`src/rtl/hilo_muldiv_unit.sv`:
```
// Multi-cycle MULT/MULTU/DIV/DIVU engine owning the HI/LO registers.
// Optional single-cycle multiply path: define HILO_FAST_MULT_EN.
module hilo_muldiv_unit #(
    parameter int WIDTH = 32
) (
    input  logic             clk,
    input  logic             reset_n,
    input  logic             start,
    input  logic [1:0]       op,
    input  logic [WIDTH-1:0] rs_data,
    input  logic [WIDTH-1:0] rt_data,
    input  logic             mthi,
    input  logic             mtlo,
    input  logic [WIDTH-1:0] wdata,
    output logic             busy,
    output logic             done,
    output logic [WIDTH-1:0] hi,
    output logic [WIDTH-1:0] lo
);

    localparam int CW = $clog2(WIDTH);

    typedef enum logic [1:0] {S_IDLE, S_ITER, S_FIX} state_t;

    state_t                 state_q, state_d;
    logic [CW-1:0]          count_q;
    logic [2*WIDTH-1:0]     acc_q;
    logic [WIDTH-1:0]       opnd_q;
    logic [WIDTH-1:0]       rs_raw_q;
    logic                   is_div_q;
    logic                   neg_a_q, neg_b_q;
    logic                   div_zero_q;
    logic [WIDTH-1:0]       hi_q, lo_q;
    logic                   done_q;

    // Operand conditioning at issue
    logic                   rs_neg, rt_neg;
    logic [WIDTH-1:0]       rs_abs, rt_abs;

    assign rs_neg = ~op[0] & rs_data[WIDTH-1];
    assign rt_neg = ~op[0] & rt_data[WIDTH-1];
    assign rs_abs = rs_neg ? (~rs_data + 1'b1) : rs_data;
    assign rt_abs = rt_neg ? (~rt_data + 1'b1) : rt_data;

    // One radix-2 step: acc holds {product-high, multiplier} or {remainder, quotient}
    logic [WIDTH:0]         mul_sum;
    logic [WIDTH:0]         div_shift;
    logic [WIDTH:0]         div_diff;
    logic                   div_ok;
    logic [2*WIDTH-1:0]     iter_acc;

    always_comb begin
        mul_sum   = {1'b0, acc_q[2*WIDTH-1:WIDTH]} + (acc_q[0] ? {1'b0, opnd_q} : '0);
        div_shift = acc_q[2*WIDTH-1:WIDTH-1];
        div_diff  = div_shift - {1'b0, opnd_q};
        div_ok    = ~div_diff[WIDTH];
        if (is_div_q)
            iter_acc = {(div_ok ? div_diff[WIDTH-1:0] : div_shift[WIDTH-1:0]),
                        acc_q[WIDTH-2:0], div_ok};
        else
            iter_acc = {mul_sum, acc_q[WIDTH-1:1]};
    end

    // Sign correction and special cases applied in FIX
    logic [2*WIDTH-1:0]     fix_raw;
    logic [2*WIDTH-1:0]     mul_res;
    logic [WIDTH-1:0]       fix_hi, fix_lo;

    always_comb begin
`ifdef HILO_FAST_MULT_EN
        if (is_div_q)
            fix_raw = acc_q;
        else
            fix_raw = {{WIDTH{1'b0}}, opnd_q} * {{WIDTH{1'b0}}, acc_q[WIDTH-1:0]};
`else
        fix_raw = acc_q;
`endif
        mul_res = (neg_a_q ^ neg_b_q) ? (~fix_raw + 1'b1) : fix_raw;
        if (!is_div_q) begin
            fix_hi = mul_res[2*WIDTH-1:WIDTH];
            fix_lo = mul_res[WIDTH-1:0];
        end else if (div_zero_q) begin
            fix_hi = rs_raw_q;
            fix_lo = '1;
        end else begin
            fix_hi = neg_a_q ? (~fix_raw[2*WIDTH-1:WIDTH] + 1'b1) : fix_raw[2*WIDTH-1:WIDTH];
            fix_lo = (neg_a_q ^ neg_b_q) ? (~fix_raw[WIDTH-1:0] + 1'b1) : fix_raw[WIDTH-1:0];
        end
    end

    always_ff @(posedge clk) begin
        if (!reset_n)
            state_q <= S_IDLE;
        else
            state_q <= state_d;
    end

    always_comb begin
        state_d = state_q;
        case (state_q)
            S_IDLE: begin
                if (start) begin
`ifdef HILO_FAST_MULT_EN
                    state_d = op[1] ? S_ITER : S_FIX;
`else
                    state_d = S_ITER;
`endif
                end
            end
            S_ITER:  if (count_q == CW'(WIDTH-1)) state_d = S_FIX;
            S_FIX:   state_d = S_IDLE;
            default: state_d = S_IDLE;
        endcase
    end

    always_comb begin
        busy = (state_q != S_IDLE);
        done = done_q;
        hi   = hi_q;
        lo   = lo_q;
    end

    always_ff @(posedge clk) begin
        if (!reset_n) begin
            count_q    <= '0;
            acc_q      <= '0;
            opnd_q     <= '0;
            rs_raw_q   <= '0;
            is_div_q   <= 1'b0;
            neg_a_q    <= 1'b0;
            neg_b_q    <= 1'b0;
            div_zero_q <= 1'b0;
            hi_q       <= '0;
            lo_q       <= '0;
            done_q     <= 1'b0;
        end else begin
            done_q <= (state_q == S_FIX);
            case (state_q)
                S_IDLE: begin
                    if (start) begin
                        count_q    <= '0;
                        is_div_q   <= op[1];
                        neg_a_q    <= rs_neg;
                        neg_b_q    <= rt_neg;
                        div_zero_q <= (rt_data == '0);
                        rs_raw_q   <= rs_data;
                        opnd_q     <= op[1] ? rt_abs : rs_abs;
                        acc_q      <= {{WIDTH{1'b0}}, (op[1] ? rs_abs : rt_abs)};
                    end else begin
                        if (mthi) hi_q <= wdata;
                        if (mtlo) lo_q <= wdata;
                    end
                end
                S_ITER: begin
                    acc_q   <= iter_acc;
                    count_q <= count_q + 1'b1;
                end
                S_FIX: begin
                    hi_q <= fix_hi;
                    lo_q <= fix_lo;
                end
                default: ;
            endcase
        end
    end

endmodule
```
`config.mk`:
```
export PLATFORM = sky130hd
export DESIGN_NAME = hilo_muldiv_unit
export DESIGN_NICKNAME = d
export VERILOG_FILES = /design/src/rtl/hilo_muldiv_unit.sv
export SDC_FILE = /design/constraint.sdc
export NUM_CORES = 1
export LEC_CHECK = 0
export ABC_AREA = 1
export BUFFER_PORTS_ARGS = -buffer_cell sky130_fd_sc_hd__buf_2
export CORE_AREA = 2 2 366 223
export CTS_CLUSTER_SIZE = 10
export DETAILED_ROUTE_END_ITERATION = 10
export DIE_AREA = 0 0 368 225
export SLEW_MARGIN = 25
export SYNTH_ARGS = -nofsm -noshare
export SYNTH_HDL_FRONTEND = slang
export SYNTH_SLANG_ARGS = --single-unit
export TNS_END_PERCENT = 20
```
`constraint.sdc`:
```
create_clock -name clk -period 5 [get_ports clk]
set_clock_uncertainty 0.2 [all_clocks]
set_input_delay 1 -clock clk [delete_from_list [all_inputs] [get_ports clk]]
set_output_delay 1 -clock clk [all_outputs]
set_load 0.005 [all_outputs]
```
# Yosys cells after proc, flatten, opt, wreduce, memory -nomap -nowiden
# Cells that the tools add are included.
# op_classes
n_reduce_logical,10
n_eq_ne,8
bitwise_logic,10
n_addsub,8
mux,27
# op_table
operator,n
32-bit 2-to-1 mux,16
64-bit 2-to-1 mux,3
32-bit by 1-bit adder with 32-bit output (second input constant),4
32-bit inverter,4
32-bit case mux with 2 select lines,2
64-bit case mux with 2 select lines,1
64-bit by 1-bit adder with 64-bit output (second input constant),1
64-bit inverter,1
32-bit by 32-bit adder with 33-bit output,1
33-bit by 32-bit subtractor with 33-bit output,1
32-bit logical NOT,1
2-bit inequality test (second input constant),5
5-bit case mux with 2 select lines,1
2-bit AND reduction,3
3-bit AND reduction,2
2-bit nonzero test,3
5-bit by 1-bit adder with 5-bit output (second input constant),1
5-bit equality test (second input constant),1
5-bit 2-to-1 mux,1
2-bit 2-to-1 mux,2
2-bit case mux with 2 select lines,1
1-bit AND,2
2-bit by 1-bit equality test with 1-bit output (second input constant),1
2-bit equality test (second input constant),1
3 further kinds,4
# word_totals
word_cells,75
input_bits,103
out_inout_bits,66
ff_bits,204

# Longest topological paths before layout
# Gate-level depths: netlist of run 1.
# depth
word_depth,6
ltp_mapped,21
depth_no_buf,19

# Least setup slack after synthesis of run 1
# OpenSTA, ideal clock, no wires.
# synth_path
path_kind,reg-to-reg
from,register acc_q[0]
to,register acc_q[55]
arrival_ps,2504
required_ps,4730
setup_slack_ps,2226
path_buffers,2
period_less_slack_ps,2774
path_stages_with_launch,19
setup_ps,70
cell_sequence,dfxtp_1 buf_6 clkbuf_1 nand2_1 inv_1 ha_1 inv_1 fa_1 o21ai_0 inv_1 o21ai_0 nand2_1 nand3_1 nand2_1 nand3_1 nand2_1 inv_1 nand2_1 a21oi_1
# synth_via
elab_chain_cells,4
# synth_rtl
element,line_no,source
start: declaration,27,logic [2*WIDTH-1:0] acc_q;
start signal: assignment,148,"acc_q <= {{WIDTH{1'b0}}, (op[1] ? rs_abs : rt_abs)};"
start signal: assignment,155,acc_q <= iter_acc;
32-bit 2-to-1 mux,53,"mul_sum = {1'b0, acc_q[2*WIDTH-1:WIDTH]} + (acc_q[0] ? {1'b0, opnd_q} : '0);"
32-bit by 32-bit adder with 33-bit output,53,
64-bit 2-to-1 mux,57,if (is_div_q)
64-bit case mux with 2 select lines,138,case (state_q)
# Every way passes these cells.
# A chain may end at the register's enable or synchronous reset.

# Worst setup path in the final report of run 1
# Same ends and word-level chain as after synthesis.

==> impl_metrics.ini, run 1 <==
[global_route]
grt_max_degree = 75
grt_antenna_before_repair = 2
grt_pass1_wl_um = 142000
grtUsageTotal = 0.228
grt_pass1_vias = 21050
grt_overflow = 0

[synthesis]
async_flop_share = 0
ys_top_cells_by_area = dfxtp_1 21%, nand2_1 18%, inv_1 9.4%
synth-edff-count = 0
yosysWarningCount = 0
synth_cells = 3544
syn_avg_cell_area_sq_um = 5.57
synth_nets = 3719
ys_ff_latch = 204
syn_area_sq_um = 19700
seq_area_frac_synth = 0.207
synth_top_area_frac = 0.207
yosys.area.top_type = dfxtp_1
synth_cell_types = 53
synth-main-ff-cell = dfxtp_1

[critical_path]
required_ns = 5.29
cp_slowest_cell = dfxtp_1
slowest_delay_ns = 0.58
path_common_cell = nand2_1
crit_chain = nand2_1 > inv_1 > ha_1 > inv_1 > fa_1 > o21ai_0 > inv_1 > o21ai_0 > nand2_1 > nand3_1 > nand2_1 > nand3_1 > nand2_1 > inv_1 > nand2_1 > a21oi_1
cp-start-kind = flip-flop
critical_path.max_fanout = 6
worstSetupPathType = reg2reg
arrival_ns = 4.04
endpoint_kind = flip-flop

[power]
leakagePower_nw = 10.9
power_density_nw_per_um2 = 282
power_mw = 6.28
vdd_drop_max_v = 0.000244

[timing]
min_period_ns = 3.75
setup_viol = 0
tns_ns = 0
fin_crit_sh = 0.751
slew_viol_final = 0
rsz0062_at_grt = false
fmax_mhz = 266
worst_pin_slew_ns = 0.947
slew_headroom = 0.368
hold_viol_final = 0
whs_ns = 0.264

[clocking]
cts_hold_buf = 0
cts_buffers = 25
htree_num_levels = 1
clock_sinks = 204
clockRootBuffer = clkbuf_16
ctsResizeCount = 0
insertion_delay_ns = 0.58
cts_setup_buffers = 0
clk_pin_slew_ns = 0.06
clockBufferDepth = 3
cts_tree = done

[worst_hold_path]
hold_class = reg2reg

[status]
outcome = finished clean

[floorplanning]
start_util = 0.249
num_io_pins = 169
die_x_um = 368
dieHeight_um = 225
rows = 80
dieArea_sq_um = 82800
coreArea_sq_um = 79100

[detailed_routing]
drc = 0
drt-total-wl_um = 98800
firstDrtPassIters = 6
initialDrtViolationCount = 4085
vias = 24584
wire_per_inst_um = 21.1
ant_nets = 0
drt-vias-per-instance = 5.24

[cells_and_area]
final_nets = 3793
fill_cells = 9160
area_delta_synth_final_pct = 12.8
drive_gt1_frac = 0.0825

[placement]
io_buffers = 168
gp_congestion = 1.07
dp_hpwl_um = 79700

[flow_run]
max_cap_violations = 0
final timing paths:
| path | start | to | slack, ns | depth (start not counted) |
|---|---|---|---|---|
| worst min register to register | count_q[3]$_SDFFE_PN0P_ | count_q[3]$_SDFFE_PN0P_ | 0.26 | 2 |
| worst max-delay path | acc_q[0]$_SDFFE_PN0P_ | acc_q[55]$_SDFFE_PN0P_ | 1.25 | 16 |
| worst min-delay path | count_q[3]$_SDFFE_PN0P_ | count_q[3]$_SDFFE_PN0P_ | 0.26 | 2 |
| worst max register to register | acc_q[0]$_SDFFE_PN0P_ | acc_q[55]$_SDFFE_PN0P_ | 1.25 | 16 |
per-layer routing:
| metal | routed length, um | vias to the layer above | GRT usage | part of all wire |
|---|---|---|---|---|
| li1 | - | 11638 | - | - |
| met1 | 45600 | 11201 | 0.351 | 0.46 |
| met2 | 32300 | 1625 | 0.258 | 0.33 |
| met5 | 248 | - | 0.0198 | 0.0025 |
| met4 | 1490 | 6 | 0.0308 | 0.015 |
| met3 | 19200 | 114 | 0.130 | 0.19 |
logic make-up after synthesis:
family / after synthesis / synth area share
buf+inv: 665 / 0.131
xor+xnor: 69 / 0.0306
flops: 204 / 0.207
fa+ha+maj: 72 / 0.0464
simple gates: 1758 / 0.374
compound gates: 776 / 0.210
per-stage QoR:
| stage | cells | worst slack (ns) | utilization | cell area, sq um |
|---|---|---|---|---|
| 6_report | 4693 | 1.25 | 0.281 | 22300 |
| 5_1_grt | 4691 | 0.993 | 0.281 | 22200 |
| 4_1_cts | 4691 | 1.40 | 0.281 | 22200 |
| 3_5_place_dp | 4657 | 1.41 | 0.273 | 21500 |
| 3_3_place_gp | 4657 | 1.46 | 0.273 | 21500 |
| 2_1_floorplan | 3544 | 2.23 | - | 19700 |
sequential cells by signal, indices dropped and copies added, names as in the netlist, 2 cells and up:
signal,cells
state_q,2
acc_q,64
opnd_q,32
rs_raw_q,32
count_q,5
lo,32
hi,32
worst max-delay path, delay by kind of cell, from the launching register on:
kind,cells,cell delay (ns)
adder cells (fa/ha/maj),2,0.81
buffers and inverters,4,0.43
AO/OA/AOI/OAI,3,1.01
AND/OR/NAND/NOR,7,0.63
flip-flops,1,0.58
cell usage after synthesis, types with 22 or more instances:
| cell | count |
|---|---|
| clkbuf_1 | 112 |
| inv_1 | 494 |
| a31oi_1 | 22 |
| o211ai_1 | 30 |
| nand3_1 | 318 |
| buf_2 | 24 |
| nor3_1 | 30 |
| o21ai_0 | 316 |
| nand2_1 | 950 |
| nand4_1 | 41 |
| a21oi_1 | 335 |
| nor2_1 | 353 |
| dfxtp_1 | 204 |
| xor2_1 | 64 |
| ha_1 | 70 |
cell type report:
type                       count  area, sq um  area share
clock buffer                  30          664      0.0299
timing repair buffer         208         1170      0.0525
tap                         1066         1330      0.0599
clock inverter                 4         35.0     0.00157
antenna                        2         5.00    0.000225
sequential                   204         4090       0.184
multi-input combinational   2675        13100       0.587
inverter                     504         1890      0.0850
where the power goes:
| part | total (mW) | leakage (nW) | switching (mW) | internal, mW |
|---|---|---|---|---|
| Sequential | 1.95 | 1.68 | 0.196 | 1.76 |
| Combinational | 2.61 | 8.90 | 1.87 | 0.732 |
| Clock | 1.71 | 0.348 | 0.785 | 0.930 |
| Total | 6.28 | 10.9 | 2.85 | 3.42 |
layout by cell type (no fill, tap or decap), types with 7 or more instances in the layout:
master	Yosys	layout
buf_2	24	167
or2_2	12	12
o21ai_0	316	316
clkbuf_16	0	25
nor2_1	353	350
o21bai_1	7	7
ha_1	70	70
nand3b_1	19	19
o211ai_1	30	30
nand4_1	41	41
a21oi_1	335	335
nand3_1	318	318
o221ai_1	7	7
nand2_1	950	950
xor2_1	64	64
nor2_2	11	11
dfxtp_1	204	203
nor3_1	30	30
o21ai_1	20	20
o22ai_1	7	7
inv_2	6	7
buf_4	8	39
a31oi_1	22	22
inv_1	494	493
a22oi_1	7	7
(Power assumes the default switching activity.)
==> inputs of run 2 (changes only) <==
==> constraint.sdc (replaced) <==
create_clock -name clk -period 3.7 [get_ports clk]
set_clock_uncertainty 0.2 [all_clocks]
set_input_delay 0.74 -clock clk [delete_from_list [all_inputs] [get_ports clk]]
set_output_delay 0.74 -clock clk [all_outputs]
set_load 0.005 [all_outputs]
==> run 2 against run 1 <==
Compared with the run above:
- critical path type unchanged
- wire length grew 6.3%
- largest power group unchanged
- sequential power is 33% higher
- combinational power grew 42%
- non-clock buffer count rose by 56
- register-to-register slack got worse by 0.99 ns
- worst hold slack improved by 0.0049 ns
- fmax up 8.9%
- worst setup slack lost 0.99 ns
- global-route usage up 1.6 points
- cell area is 2.2% higher
==> impl_metrics.ini, run 2 (synthesis gave the netlist of run 1 again) <==
[detailed_routing]
firstDrtPassIters = 8
vias = 25087
drt-vias-per-instance = 5.29
ant_nets = 0
initialDrtViolationCount = 3955
drt-total-wl_um = 105000
drc = 0
wire_per_inst_um = 22.1

[timing]
min_period_ns = 3.45
hold_viol_final = 0
slew_headroom = 0.374
worst_pin_slew_ns = 0.938
fin_crit_sh = 0.931
fmax_mhz = 290
setup_viol = 0
slew_viol_final = 0
tns_ns = 0
rsz0062_at_grt = false

[cells_and_area]
seqCellArea_sq_um = 4090
drive_gt1_frac = 0.0962
antennaDiodeCount = 0
largest_register = acc_q
largest_reg_flops = 64
final_cell_mix = 950 x nand2_1, 493 x inv_1, 350 x nor2_1
multi_input_area_sq_um = 13100
instances_no_fill = 4746
area_delta_synth_final_pct = 15.3
final_nets = 3849
final_common_cell = nand2_1
fill_cells = 9065

[critical_path]
slowest_delay_ns = 0.72
crit_chain = ha_1 > nand2_1 > inv_1 > nand2_1 > nand2_1 > nand2_1 > nand2_1 > a21oi_4 > nand3_1 > nand3_1 > nand3_1 > nand3_1 > a21oi_1
cp_slowest_cell = dfxtp_1
worstSetupPathType = reg2reg
path_delay_family = simple AND/OR/NAND/NOR gates
path_common_cell = nand2_1
critPathBufInv = 1
cp-start-kind = flip-flop
arrival_ns = 3.67
endpoint_kind = flip-flop
critical_path.max_fanout = 12
required_ns = 3.93

[power]
p_sw_frac = 0.454
p_int_mw = 4.75
leakagePower_nw = 11.2
pwr-share-seq = 0.299
pwr-share-comb = 0.427
p_clk_frac = 0.274
power.switching_mw = 3.95
vdd_drop_max_v = 0.000385
power_density_nw_per_um2 = 382

[global_route]
grt_overflow = 0
grt_pass1_vias = 21960
grt_max_degree = 156
grt_pass1_wl_um = 150000
grtUsageTotal = 0.243
grt_antenna_before_repair = 4

[clocking]
cts_buffers = 25
clk_pin_slew_ns = 0.07
cts_tree = done
htree_num_levels = 1
clockBufferDepth = 3
cts_setup_buffers = 0
clockRootBuffer = clkbuf_16
ctsResizeCount = 0
insertion_delay_ns = 0.58
cts_hold_buf = 0
clock_sinks = 204

[placement]
gp_congestion = 1.07
placed_cells = 4713
dp_hpwl_um = 84300
io_buffers = 168

[floorplanning]
num_io_pins = 169
dieArea_sq_um = 82800
dieHeight_um = 225
rows = 80
start_util = 0.249
die_x_um = 368
coreArea_sq_um = 79100

[worst_hold_path]
hold_class = reg2reg

[status]
outcome = finished clean

[flow_run]
max_cap_violations = 0
==> run 2: cell types whose count changed in the layout (fill, tap and decap cells not counted) <==
cell	delta
bufinv_16	+1
buf_12	+5
inv_6	+1
inv_16	-1
clkinv_2	-3
clkinvlp_4	+1
buf_4	+51
diode_2	-2
==> run 2: worst register-to-register path, cell delays in order (launching register included) <==
cell	delay [ns]
dfxtp_1	0.72
ha_1	0.43
nand2_1	0.20
inv_1	0.06
nand2_1	0.06
nand2_1	0.10
nand2_1	0.08
nand2_1	0.08
a21oi_4	0.25
nand3_1	0.53
nand3_1	0.28
nand3_1	0.11
nand3_1	0.11
a21oi_1	0.08
==> run 2: per-stage QoR <==
stage	hold WS [ns]	instance area, sq um	setup slack [ns]	util	total power [mW]
finish	0.269	22700	0.255	0.288	8.69
global route	0.294	22700	0.0989	0.288	9.09
CTS	0.269	22700	0.397	0.288	8.49
detailed placement	0.259	22000	0.391	0.279	6.15
global placement	0.253	22000	0.385	0.279	6.17
floorplan	0.230	19700	0.926	-	4.81
==> run 2: routing by layer <==
| layer | routed length [um] | GRT usage | vias to the layer above |
|---|---|---|---|
| met3 | 19800 | 0.130 | 97 |
| met2 | 35200 | 0.284 | 1668 |
| met5 | 8 | 0 | - |
| li1 | - | - | 11735 |
| met1 | 48500 | 0.377 | 11585 |
| met4 | 1520 | 0.0315 | 2 |
==> run 2: power by group through the flow <==
stage          Combinational (mW)  Sequential [mW]  Clock, mW
2_1_floorplan                2.28             2.53          0
3_3_place_gp                 3.54             2.63          0
3_5_place_dp                 3.52             2.63          0
4_1_cts                      3.54             2.58       2.37
5_1_grt                      4.01             2.61       2.47
6_report                     3.71             2.60       2.38
==> run 2: worst paths after layout <==
path                      startpoint                       to  slack (ns)  depth (start not counted)
max           acc_q[50]$_SDFFE_PN0P_   acc_q[36]$_SDFFE_PN0P_        0.25                         13
min          count_q[3]$_SDFFE_PN0P_  count_q[3]$_SDFFE_PN0P_        0.27                          2
max reg2reg   acc_q[50]$_SDFFE_PN0P_   acc_q[36]$_SDFFE_PN0P_        0.25                         13
min reg2reg  count_q[3]$_SDFFE_PN0P_  count_q[3]$_SDFFE_PN0P_        0.27                          2
==> run 2: area by class of cell <==
type | count | area share
multi-input combinational | 2675 | 0.575
sequential | 204 | 0.180
inverter | 504 | 0.0832
timing repair buffer | 264 | 0.0726
tap | 1066 | 0.0586
clock buffer | 30 | 0.0292
clock inverter | 3 | 0.00204
